<file path="src/rtl/stack_pkg.sv">
// Shared encodings for the stack memory stage: op codes, error codes, FSM states.
package stack_pkg;

  localparam logic [2:0] OP_PUSH = 3'b001;
  localparam logic [2:0] OP_POP  = 3'b010;
  localparam logic [2:0] OP_CALL = 3'b011;
  localparam logic [2:0] OP_RET  = 3'b100;

  localparam logic [1:0] ERR_NONE    = 2'b00;
  localparam logic [1:0] ERR_BOUNDS  = 2'b01;
  localparam logic [1:0] ERR_TIMEOUT = 2'b10;

  localparam logic [1:0] S_IDLE = 2'd0;
  localparam logic [1:0] S_REQ  = 2'd1;
  localparam logic [1:0] S_RESP = 2'd2;
  localparam logic [1:0] S_ERR  = 2'd3;

  function automatic logic is_write(input logic [2:0] op);
    return (op == OP_PUSH) || (op == OP_CALL);
  endfunction

  function automatic logic is_valid_op(input logic [2:0] op);
    return (op == OP_PUSH) || (op == OP_POP) || (op == OP_CALL) || (op == OP_RET);
  endfunction

endpackage

</file>
<file path="src/rtl/stack_bounds_chk.sv">
// Combinational check that a stack address lies inside [LO, HI] inclusive.
module stack_bounds_chk #(
  parameter int          DW = 32,
  parameter logic [DW-1:0] LO = '0,
  parameter logic [DW-1:0] HI = '1
) (
  input  logic [DW-1:0] addr,
  output logic          in_range
);
  assign in_range = (addr >= LO) && (addr <= HI);
endmodule

</file>
<file path="src/rtl/stack_mem_access.sv">
// Memory stage for stack ops: one req/ack transaction per PUSH/POP/CALL/RET.
// Optional address bounds fault enabled by STACK_BOUNDS_CHECK_EN.
module stack_mem_access
  import stack_pkg::*;
#(
  parameter int            DW          = 32,
  parameter logic [DW-1:0] STACK_LO    = 32'h0000_0F00,
  parameter logic [DW-1:0] STACK_HI    = 32'h0000_0FFF,
  parameter int            ACK_TIMEOUT = 16
) (
  input  logic          clk,
  input  logic          rst,
  input  logic [2:0]    stack_op,
  input  logic          start,
  input  logic [DW-1:0] mem_sp,
  input  logic [DW-1:0] push_data,
  input  logic [DW-1:0] npc,
  output logic          busy,
  output logic          done,
  output logic          err,
  output logic [1:0]    err_code,
  output logic [DW-1:0] lmd,
  output logic          mem_req,
  output logic          mem_we,
  output logic [DW-1:0] mem_addr,
  output logic [DW-1:0] mem_wdata,
  input  logic [DW-1:0] mem_rdata,
  input  logic          mem_ack
);

  localparam int TW = $clog2(ACK_TIMEOUT) + 1;

  logic [1:0]    state;
  logic [TW-1:0] timer;
  logic          addr_ok;
  logic          accept;

`ifdef STACK_BOUNDS_CHECK_EN
  stack_bounds_chk #(.DW(DW), .LO(STACK_LO), .HI(STACK_HI)) u_bounds (
    .addr     (mem_sp),
    .in_range (addr_ok)
  );
`else
  logic unused_bounds;
  assign unused_bounds = (STACK_LO > STACK_HI);
  assign addr_ok       = 1'b1;
`endif

  assign accept = (state == S_IDLE) && start && is_valid_op(stack_op);

  // Status outputs are pure state decodes so an async reset clears them at once.
  assign busy    = (state != S_IDLE);
  assign done    = (state == S_RESP);
  assign err     = (state == S_ERR);
  assign mem_req = (state == S_REQ);

  always_ff @(posedge clk or negedge rst) begin
    if (!rst) begin
      state     <= S_IDLE;
      timer     <= '0;
      err_code  <= ERR_NONE;
      lmd       <= '0;
      mem_we    <= 1'b0;
      mem_addr  <= '0;
      mem_wdata <= '0;
    end else begin
      case (state)
        S_IDLE: if (accept) begin
          mem_addr  <= mem_sp;
          mem_we    <= is_write(stack_op);
          mem_wdata <= (stack_op == OP_PUSH) ? push_data :
                       (stack_op == OP_CALL) ? npc : '0;
          timer     <= '0;
          if (addr_ok) begin
            state    <= S_REQ;
            err_code <= ERR_NONE;
          end else begin
            state    <= S_ERR;
            err_code <= ERR_BOUNDS;
          end
        end
        S_REQ: begin
          if (mem_ack) begin
            if (!mem_we) lmd <= mem_rdata;
            state <= S_RESP;
          end else if (timer == TW'(ACK_TIMEOUT - 1)) begin
            state    <= S_ERR;
            err_code <= ERR_TIMEOUT;
          end else begin
            timer <= timer + 1'b1;
          end
        end
        default: state <= S_IDLE;
      endcase
    end
  end

endmodule
</file>
<file path="config.mk">
export PLATFORM = sky130hd
export DESIGN_NAME = stack_mem_access
export DESIGN_NICKNAME = d
export VERILOG_FILES = /design/src/rtl/stack_pkg.sv /design/src/rtl/stack_bounds_chk.sv /design/src/rtl/stack_mem_access.sv
export SDC_FILE = /design/constraint.sdc
export NUM_CORES = 1
export LEC_CHECK = 0
export ABC_CLOCK_PERIOD_IN_PS = 2100
export CAP_MARGIN = 10
export CORE_MARGIN = 8
export CORE_UTILIZATION = 35
export DETAILED_ROUTE_END_ITERATION = 6
export PLACE_DENSITY = 0.74
export SLEW_MARGIN = 20
export SYNTH_ARGS = -nofsm -noshare
export SYNTH_HDL_FRONTEND = slang
export SYNTH_SLANG_ARGS = --single-unit
</file>
<file path="constraint.sdc">
create_clock -name clk -period 2.1 [get_ports clk]
set_clock_uncertainty 0.05 [all_clocks]
set_input_delay 0.315 -clock clk [delete_from_list [all_inputs] [get_ports clk]]
set_output_delay 0.315 -clock clk [all_outputs]
set_load 0.005 [all_outputs]
</file>
### Word-level counts from Yosys, hierarchy flattened

Index checks and enable logic that the tools add are counted.

* register bits: 106
* bits of input ports: 135
* word-level logic and storage cells: 50

* $add $sub $neg: 1
* eq/ne operators: 13
* mux-type cells: 14
* bitwise operators: 1
* reduce and logical (&&, ||, !) cells: 14

Operators by type and width (count)
* 32-bit two-way mux: 2
* 5-bit two-way mux: 3
* 2-bit two-way mux: 6
* 5-bit case mux with 2 select lines: 1
* 2-bit case mux with 2 select lines: 2
* 4-bit AND reduction: 2
* 3-bit by 2-bit == test with 1-bit output (second input constant): 2
* 2-bit inequality test (second input constant): 3
* 5-bit by 1-bit adder with 5-bit output (second input constant): 1
* 5-bit by 4-bit == test with 1-bit output (second input constant): 1
* 2-bit == test (second input constant): 2
* 1-bit logical OR: 4
* 2-bit AND reduction: 2
* 2-bit nonzero test: 2
* 3-bit by 1-bit == test with 1-bit output (second input constant): 1
* 3-bit == test (second input constant): 1
* 3-bit by 1-bit inequality test with 1-bit output (second input constant): 1
* 3-bit AND reduction: 1
* 2-bit by 1-bit == test with 1-bit output (second input constant): 1
* 1-bit logical AND: 2
* 2-bit logical NOT: 1
* 2-bit by 1-bit inequality test with 1-bit output (second input constant): 1
* 1-bit NOT: 1

### Depth between registers and ports, before layout

Gate-level depths: netlist of run 1.

* depth in word-level cells: 7
* depth in mapped cells: 6
* depth with buffers taken out: 6

### Worst setup path before layout of run 1

Ideal clock, no wire load.

* path kind: register -> register
* from: register timer[0]
* to: register timer[3]
* library setup time: 0.077 ns
* data arrival time: 2.010 ns
* setup slack: -0.037 ns
* cell stages (with the launch flop): 7
* buffers on the path: 0
* period minus slack after synthesis: 2.137 ns
* path through: dfrtp_1 > ha_1 > and3_1 > ha_1 > or4b_1 > or3_1 > a21oi_1

* cells in the longest elaborated chain, start to end: 4

Ends and longest elaborated chain
* start, declared: RTL line stack_mem_access.sv:34 `logic [TW-1:0] timer;`
* start signal, assigned: RTL line stack_mem_access.sv:90 `timer <= timer + 1'b1;`
* 5-bit by 1-bit adder with 5-bit output: RTL line stack_mem_access.sv:90
* 5-bit two-way mux: RTL line stack_mem_access.sv:86 `end else if (timer == TW'(ACK_TIMEOUT - 1)) begin`
* 5-bit two-way mux: RTL line stack_mem_access.sv:83 `if (mem_ack) begin`
* 5-bit case mux with 2 select lines: RTL line stack_mem_access.sv:67 `case (state)`

Several ways; a longest one is shown, not always the timed one. The select of a mux whose other input is x is not followed.
A chain may end at the register's enable or synchronous reset.

### Final worst setup path of run 1

* from: register timer[1]
* to: register timer[3]

The elaborated chain is that of the path after synthesis.

==> flow_summary.ini, run 1 <==
[clocking]
tritoncts_clock_tree = done
clock_latency_ns = 0.34
tritoncts.num_buffers = 9
h-tree-depth = 3
cts_max_path_buffers = 2
cts_root_buf = sky130_fd_sc_hd__clkbuf_16
clkSinkCount = 105
cts.reportedPaths.clkPinSlew_ns = 0.07

[sta]
timing.final.crit_period_ns = 2.06
timing_worst_slew_pin_value_ns = 0.526
max_clock_freq_mhz = 487
hold_viol = 0
final.period_utilization_pct = 97.9
max_slew_violation_count = 0
timing.final.setup_violations = 0
rsz0062_at_grt = yes
finalWorstSetupSlack_ns = 0.0450
slew-limit-headroom_pct = 64.9
timing.setup.tns_ns = 0

[die]
io_pins = 238
die_w_um = 134
initial_core_util_pct = 35.4
core-area_um2 = 13700
die_h_um = 134
placement_rows = 43
design.die.area_um2 = 17800

[logic_synthesis]
postSynthCellCount = 333
portion_of_synthesized_cell_area_occupied_by_the_leading_cell_type_pct = 54.4
post-synth-top-count-cell = sky130_fd_sc_hd__dfrtp_1
syn_nets = 470
syn-cell-area_um2 = 4830
yosys-top-cells-area = sky130_fd_sc_hd__dfrtp_1, sky130_fd_sc_hd__mux2_4, sky130_fd_sc_hd__mux2_2
synth_flop_cell = sky130_fd_sc_hd__dfrtp_1
yosysWarnings = 0
synth-seq-area-share_pct = 54.4
mapped_avg_cell_area_um2 = 14.5
synth_seq_cells = 105
number_of_flops_mapped_to_enable_cells_by_yosys = 0
synthDominantAreaCellType = sky130_fd_sc_hd__dfrtp_1
synth_cell_types = 31
synth.cells.most_frequent = sky130_fd_sc_hd__dfrtp_1, sky130_fd_sc_hd__mux2_4, sky130_fd_sc_hd__nor2_1
synth-async-reset-ratio_pct = 100

[routing]
wl_met3_um = 1260
avgViaCountPerCell = 4.57
drt_first_pass_iters = 4
wl_met1_um = 5570
post_drt_wl_per_cell_um = 17.8
drt_iter0_markers = 101
drc = 0
ant_nets = 0
met2_length_um = 6660
highest_layer = met4
route.final.wire_length_um = 13600
vias = 3493

[pwr]
p_leak_nw = 3.44
powerDensity_nw_per_um2 = 1020
irDropWorstVdd_mv = 0.410

[critical_path]
worst_path_cell_trace = ha_2 -> and3_1 -> ha_2 -> or4b_4 -> or3_4 -> a21oi_2
worst_setup_path_startpoint = timer[1]$_DFFE_PN0P_
cp.required_ns = 2.32
largest_stage_delay_on_the_critical_path_ns = 0.50
crit_path_top_delay_cell = sky130_fd_sc_hd__or4b_4
criticalPathCategory = reg -> reg
crit_fanout = 3
timing.critical_path.max_delay_family = simple AND/OR/NAND/NOR gates
arrival_ns = 2.27
startpoint_type = flip-flop
timing.critical_path.to_type = flip-flop
critical-path-top-cell-by-count = sky130_fd_sc_hd__ha_2
worstReg2RegStart = timer[1]$_DFFE_PN0P_
worst-path-buf-inv = 0

[layout]
drive_above_1_share_pct = 25.0
synthToLayoutAreaGrowth_pct = 62.8
multi_input_area_um2 = 2060
layout.area.seq_um2 = 2630
n_fill_cell = 1163
n_antenna_cell = 0
postLayoutCoreUtil_pct = 57.6
num-nets-final = 717
final_cell_area_um2 = 7870

[placement]
gpl.final_weighted_congestion = 0.730
placement.setup.worst_slack_ns = 0.00640
post_dp_cell_area_um2 = 7460
hpwlAfterDp_um = 10800
port_buffers = 236

[grt]
first_global_vias = 4037
first_pass_grt_wire_length_um = 21800
grt_antenna_before_repair = 0
globalRoute.totalOverflow = 0
grt_start_max_net_pins = 53
grt.total_usage_pct = 15.3

[run_status]
run_status = complete, no violations

[min_path]
min-delay-path-class = in -> async

[flow_run]
max_cap_violations = 0
-- cells by family (layout without fill, tap and decap cells) --
kind of cell,Yosys count,after routing,synth area share [%]
DFF,105,105,54.4
AOI/OAI and AO/OA,13,13,1.66
xor gates and xnor gates,1,1,0.181
buffers and inverters,28,280,3.68
adders and majority gates,2,2,0.518
and+or+nand+nor,54,54,5.33
other,1,1,0.0776
muxes,129,129,34.2
-- per-stage QoR --
| step | cells | total power, mW | hold WS, ns |
|---|---|---|---|
| floorplan | 333 | 4.19 | -0.0306 |
| global placement | 746 | 6.04 | 0.278 |
| detailed placement | 746 | 6.14 | 0.286 |
| CTS | 764 | 8.16 | 0.458 |
| global route | 765 | 8.49 | 0.473 |
| finish | 765 | 8.04 | 0.439 |
-- per-layer routing --
metal	up-vias	global-route usage [%]
met3	10	6.25
met5	-	0
met1	1685	17.7
met4	0	4.74
li1	1648	-
met2	150	25.1
-- worst reg2reg max path, cell delays in order, from the launching register on --
cell and delay, ns:
sky130_fd_sc_hd__dfrtp_1 0.39, sky130_fd_sc_hd__ha_2 0.17, sky130_fd_sc_hd__and3_1 0.18, sky130_fd_sc_hd__ha_2 0.17, sky130_fd_sc_hd__or4b_4 0.50, sky130_fd_sc_hd__or3_4 0.39, sky130_fd_sc_hd__a21oi_2 0.14
-- worst paths after layout --
path,endpoint,cells after the start,slack (ns)
worst max-delay path,timer[3]$_DFFE_PN0P_,6,0.04
worst min-delay path,lmd[25]$_DFFE_PN0P_,2,0.44
worst max register to register,timer[3]$_DFFE_PN0P_,6,0.04
worst min register to register,lmd[7]$_DFFE_PN0P_,1,0.46
max in group asynchronous,mem_addr[13]$_DFFE_PN0P_,3,0.89
min in group clk,lmd[7]$_DFFE_PN0P_,1,0.46
-- layout make-up --
| class | instances | area share, % |
|---|---|---|
| Clock buffer | 10 | 3.04 |
| Clock inverter | 6 | 1.43 |
| Inverter | 6 | 0.286 |
| Timing Repair Buffer | 258 | 32.7 |
| Tap cell | 180 | 2.86 |
| Sequential cell | 105 | 33.4 |
| Multi-Input combinational cell | 200 | 26.2 |
-- registers in the layout, indices dropped and copies added (netlist names) --
| signal | flops |
|---|---|
| err_code | 1 |
| state | 2 |
| timer | 5 |
| lmd | 32 |
| mem_addr | 32 |
| mem_wdata | 32 |
| mem_we | 1 |
-- layout by cell type, fill, tap and decap left out, types with 3 or more instances in the layout --
master,instances
sky130_fd_sc_hd__bufinv_16,3
sky130_fd_sc_hd__o21a_1,3
sky130_fd_sc_hd__mux2i_1,33
sky130_fd_sc_hd__inv_1,6
sky130_fd_sc_hd__clkdlybuf4s50_1,234
sky130_fd_sc_hd__mux2_4,64
sky130_fd_sc_hd__nor2_1,35
sky130_fd_sc_hd__buf_12,4
sky130_fd_sc_hd__dfrtp_1,103
sky130_fd_sc_hd__buf_4,18
sky130_fd_sc_hd__clkbuf_16,9
sky130_fd_sc_hd__mux2_2,32
sky130_fd_sc_hd__o21ai_0,6
-- report_power, final --
part | internal [mW] | total [mW] | switching (mW)
Clock | 1.21 | 1.96 | 0.751
Combinational | 2.14 | 3.00 | 0.865
Sequential | 2.69 | 3.09 | 0.398
Total | 6.03 | 8.04 | 2.01
-- what timing repair did --
action / CTS / global route
endpoints found under the setup margin: 2 / 4
hold endpoints to repair: 37 / 0
hold buffers: 1 / 0
buffers inserted: 1 / 1
gates resized for setup: 1 / 7
Note: power is estimated with default switching activity, not from simulation.
==> run 2: changes to the inputs <==
--- a/config.mk
+++ b/config.mk
@@ -10,6 +10,7 @@
 export CORE_MARGIN = 8
 export CORE_UTILIZATION = 35
 export DETAILED_ROUTE_END_ITERATION = 6
+export HOLD_SLACK_MARGIN = 0.1
 export PLACE_DENSITY = 0.74
 export SLEW_MARGIN = 20
 export SYNTH_ARGS = -nofsm -noshare
==> results of run 2 <==
Final layout, timing and power as in run 1 (identical DEF).
==> variant (config.mk and constraints of run 2) <==
The parameter `ACK_TIMEOUT` goes from 16 to 64.
--- a/src/rtl/stack_mem_access.sv
+++ b/src/rtl/stack_mem_access.sv
@@ -6,7 +6,7 @@
   parameter int            DW          = 32,
   parameter logic [DW-1:0] STACK_LO    = 32'h0000_0F00,
   parameter logic [DW-1:0] STACK_HI    = 32'h0000_0FFF,
-  parameter int            ACK_TIMEOUT = 16
+  parameter int            ACK_TIMEOUT = 64
 ) (
   input  logic          clk,
   input  logic          rst,
Check against the original RTL: no difference found for any inputs over 4 cycles, from zero or initial values and one cycle with rst low; that may be too few to reach the edited logic, so the function may still have changed.
==> variant against run 2 <==
  * Setup slack gained 0.086 ns
  * Die area shrank 6.1%
  * Via count grew 4.5%
  * Design area shrank 5.9%
  * Area after synthesis shrank 6.9%
  * Sequential cell count grew 2
  * Combinational power grew 6%
  * Worst hold slack lost 0.0068 ns
  * Largest power group unchanged
  * Wire length grew 1.9%
  * Total power is essentially flat
  * Largest cell class unchanged
==> variant: results (changes against run 2) <==
| Metric | Value |
|---|---|
| Status | `finished clean` |
| HPWL after DPL | `10790 um (-0.39%)` |
| GP Congestion | `0.7593 (+4.1%)` |
| Post-DR wirelength/cell | `18.37 um (+3.0%)` |
| Peak VDD IR | `0.4419 mV (+7.8%)` |
| Cell family with most CP delay | `buffers and inverters` |
| Net Count, Synth | `479 (+1.9%)` |
| Hold Crit Class | `reg -> reg` |
| Vias in the first global route | `3931 (-2.6%)` |
| Top cells by area, synth | `dfrtp_1 (59%), mux2_4 (10%), mux2_1 (8.0%)` |
| Worst-path maximum fanout | `6 (+3)` |
| Critical Path Slowest Stage Cell | `clkdlybuf4s50_1` |
| Layout cells sized above 1 | `11.11% (-14 points)` |
| Slew margin rel. | `49.72% (-15 points)` |
| CTS resizes | `0 (-1)` |
| Post-synthesis sequential area ratio | `59.49% (+5.1 points)` |
| Pint | `5920 uW (-1.8%)` |
| First-pass GRT wire length | `21290 um (-2.1%)` |
| Pleak | `0.003049 uW (-11%)` |
| GRT Overall Usage | `16.33% (+1.1 points)` |
| Via/cell ratio | `4.823 (+5.6%)` |
| Synth cell count leaders | `dfrtp_1 (107), nor2_1 (42), a21oi_1 (36)` |
| Detailed router's first-iteration violation count | `164 (+62%)` |
| Worst slack, placed | `-0.01645 ns (-0.02285 ns)` |
| Number of distinct library cells after synthesis | `37 (+19%)` |
| Worst EP arrival | `1.60 ns (-0.67 ns)` |
| Pin count of the biggest net entering global routing | `59 (+11%)` |
==> variant: cell count changes after synthesis, sizes merged, moves of 4 or more <==
cell,delta
a21oi,+34
a22oi,+33
mux2,-32
mux2i,-31
nor2,+6
o21ai,-4
==> variant: final cells by class <==
class | count | area [um^2]
inverters | 5 | 18.77
fillers | 1049 | 5169
well taps | 172 | 215.2
multi-input cells | 208 | 1682
clock buffers | 12 | 236.5
flip-flops and latches | 107 | 2678
repair buffers | 250 | 2530
clock inverters | 3 | 40.04
==> variant: cells by family (layout without fill, tap and decap cells) <==
group,count (synthesis),count (layout),synth area share (%)
adders and majority gates,1,1,0.2780
and+or+nand+nor,60,60,6.283
other,1,1,0.08332
DFF,107,107,59.49
buffers and inverters,28,270,3.475
AOI/OAI and AO/OA,77,77,10.84
muxes,66,66,18.96
xor gates and xnor gates,3,3,0.5839
==> variant: final timing paths <==
path / to / start / slack [ns] / cells after the start
max: mem_req / state[1] / 0.13 / 3
max reg2reg: timer[5] / timer[0] / 0.31 / 5
min: mem_addr[7] / mem_addr[7] / 0.43 / 1
min in group asynchronous: timer[6] / rst / 0.44 / 2
min reg2reg: mem_addr[7] / mem_addr[7] / 0.43 / 1
max in group asynchronous: lmd[13] / rst / 0.91 / 3
==> variant: power groups by stage <==
| stage | clock network [uW] | registers (uW) | logic, uW |
|---|---|---|---|
| 5_1_grt | 1750 | 3350 | 3410 |
| 2_1_floorplan | 0 | 3310 | 1010 |
| 6_report | 1620 | 3250 | 3170 |
| 3_5_place_dp | 0 | 3290 | 3210 |
| 4_1_cts | 1670 | 3260 | 3240 |
| 3_3_place_gp | 0 | 3240 | 3160 |
==> variant: timing repair <==
item,4_1_cts,5_1_grt
endpoints found under the hold margin,31,0
hold buffers,1,0
buffers inserted,0,0
==> variant: per-stage QoR <==
| step | cells | util [%] | setup TNS [ns] | total power, uW | cell area (um^2) |
|---|---|---|---|---|---|
| final | 757 | 58.88 | 0 | 8038 | 7400 |
| after global routing | 757 | 58.88 | 0 | 8511 | 7400 |
| after CTS | 757 | 58.88 | 0 | 8174 | 7400 |
| after detailed placement | 741 | 56.60 | -0.1644 | 6499 | 7113 |
| after global placement | 741 | 56.56 | -9.565 | 6396 | 7108 |
| after floorplan | 343 | - | 0 | 4320 | 4501 |
==> variant: layer usage <==
layer  up-vias  wire [um]  track usage (%)
met5         -          0                0
met4         0        270            5.943
met3        18       1166            5.094
met2       141       7061            27.85
met1      1791       5407            18.90
li1       1701          -                -
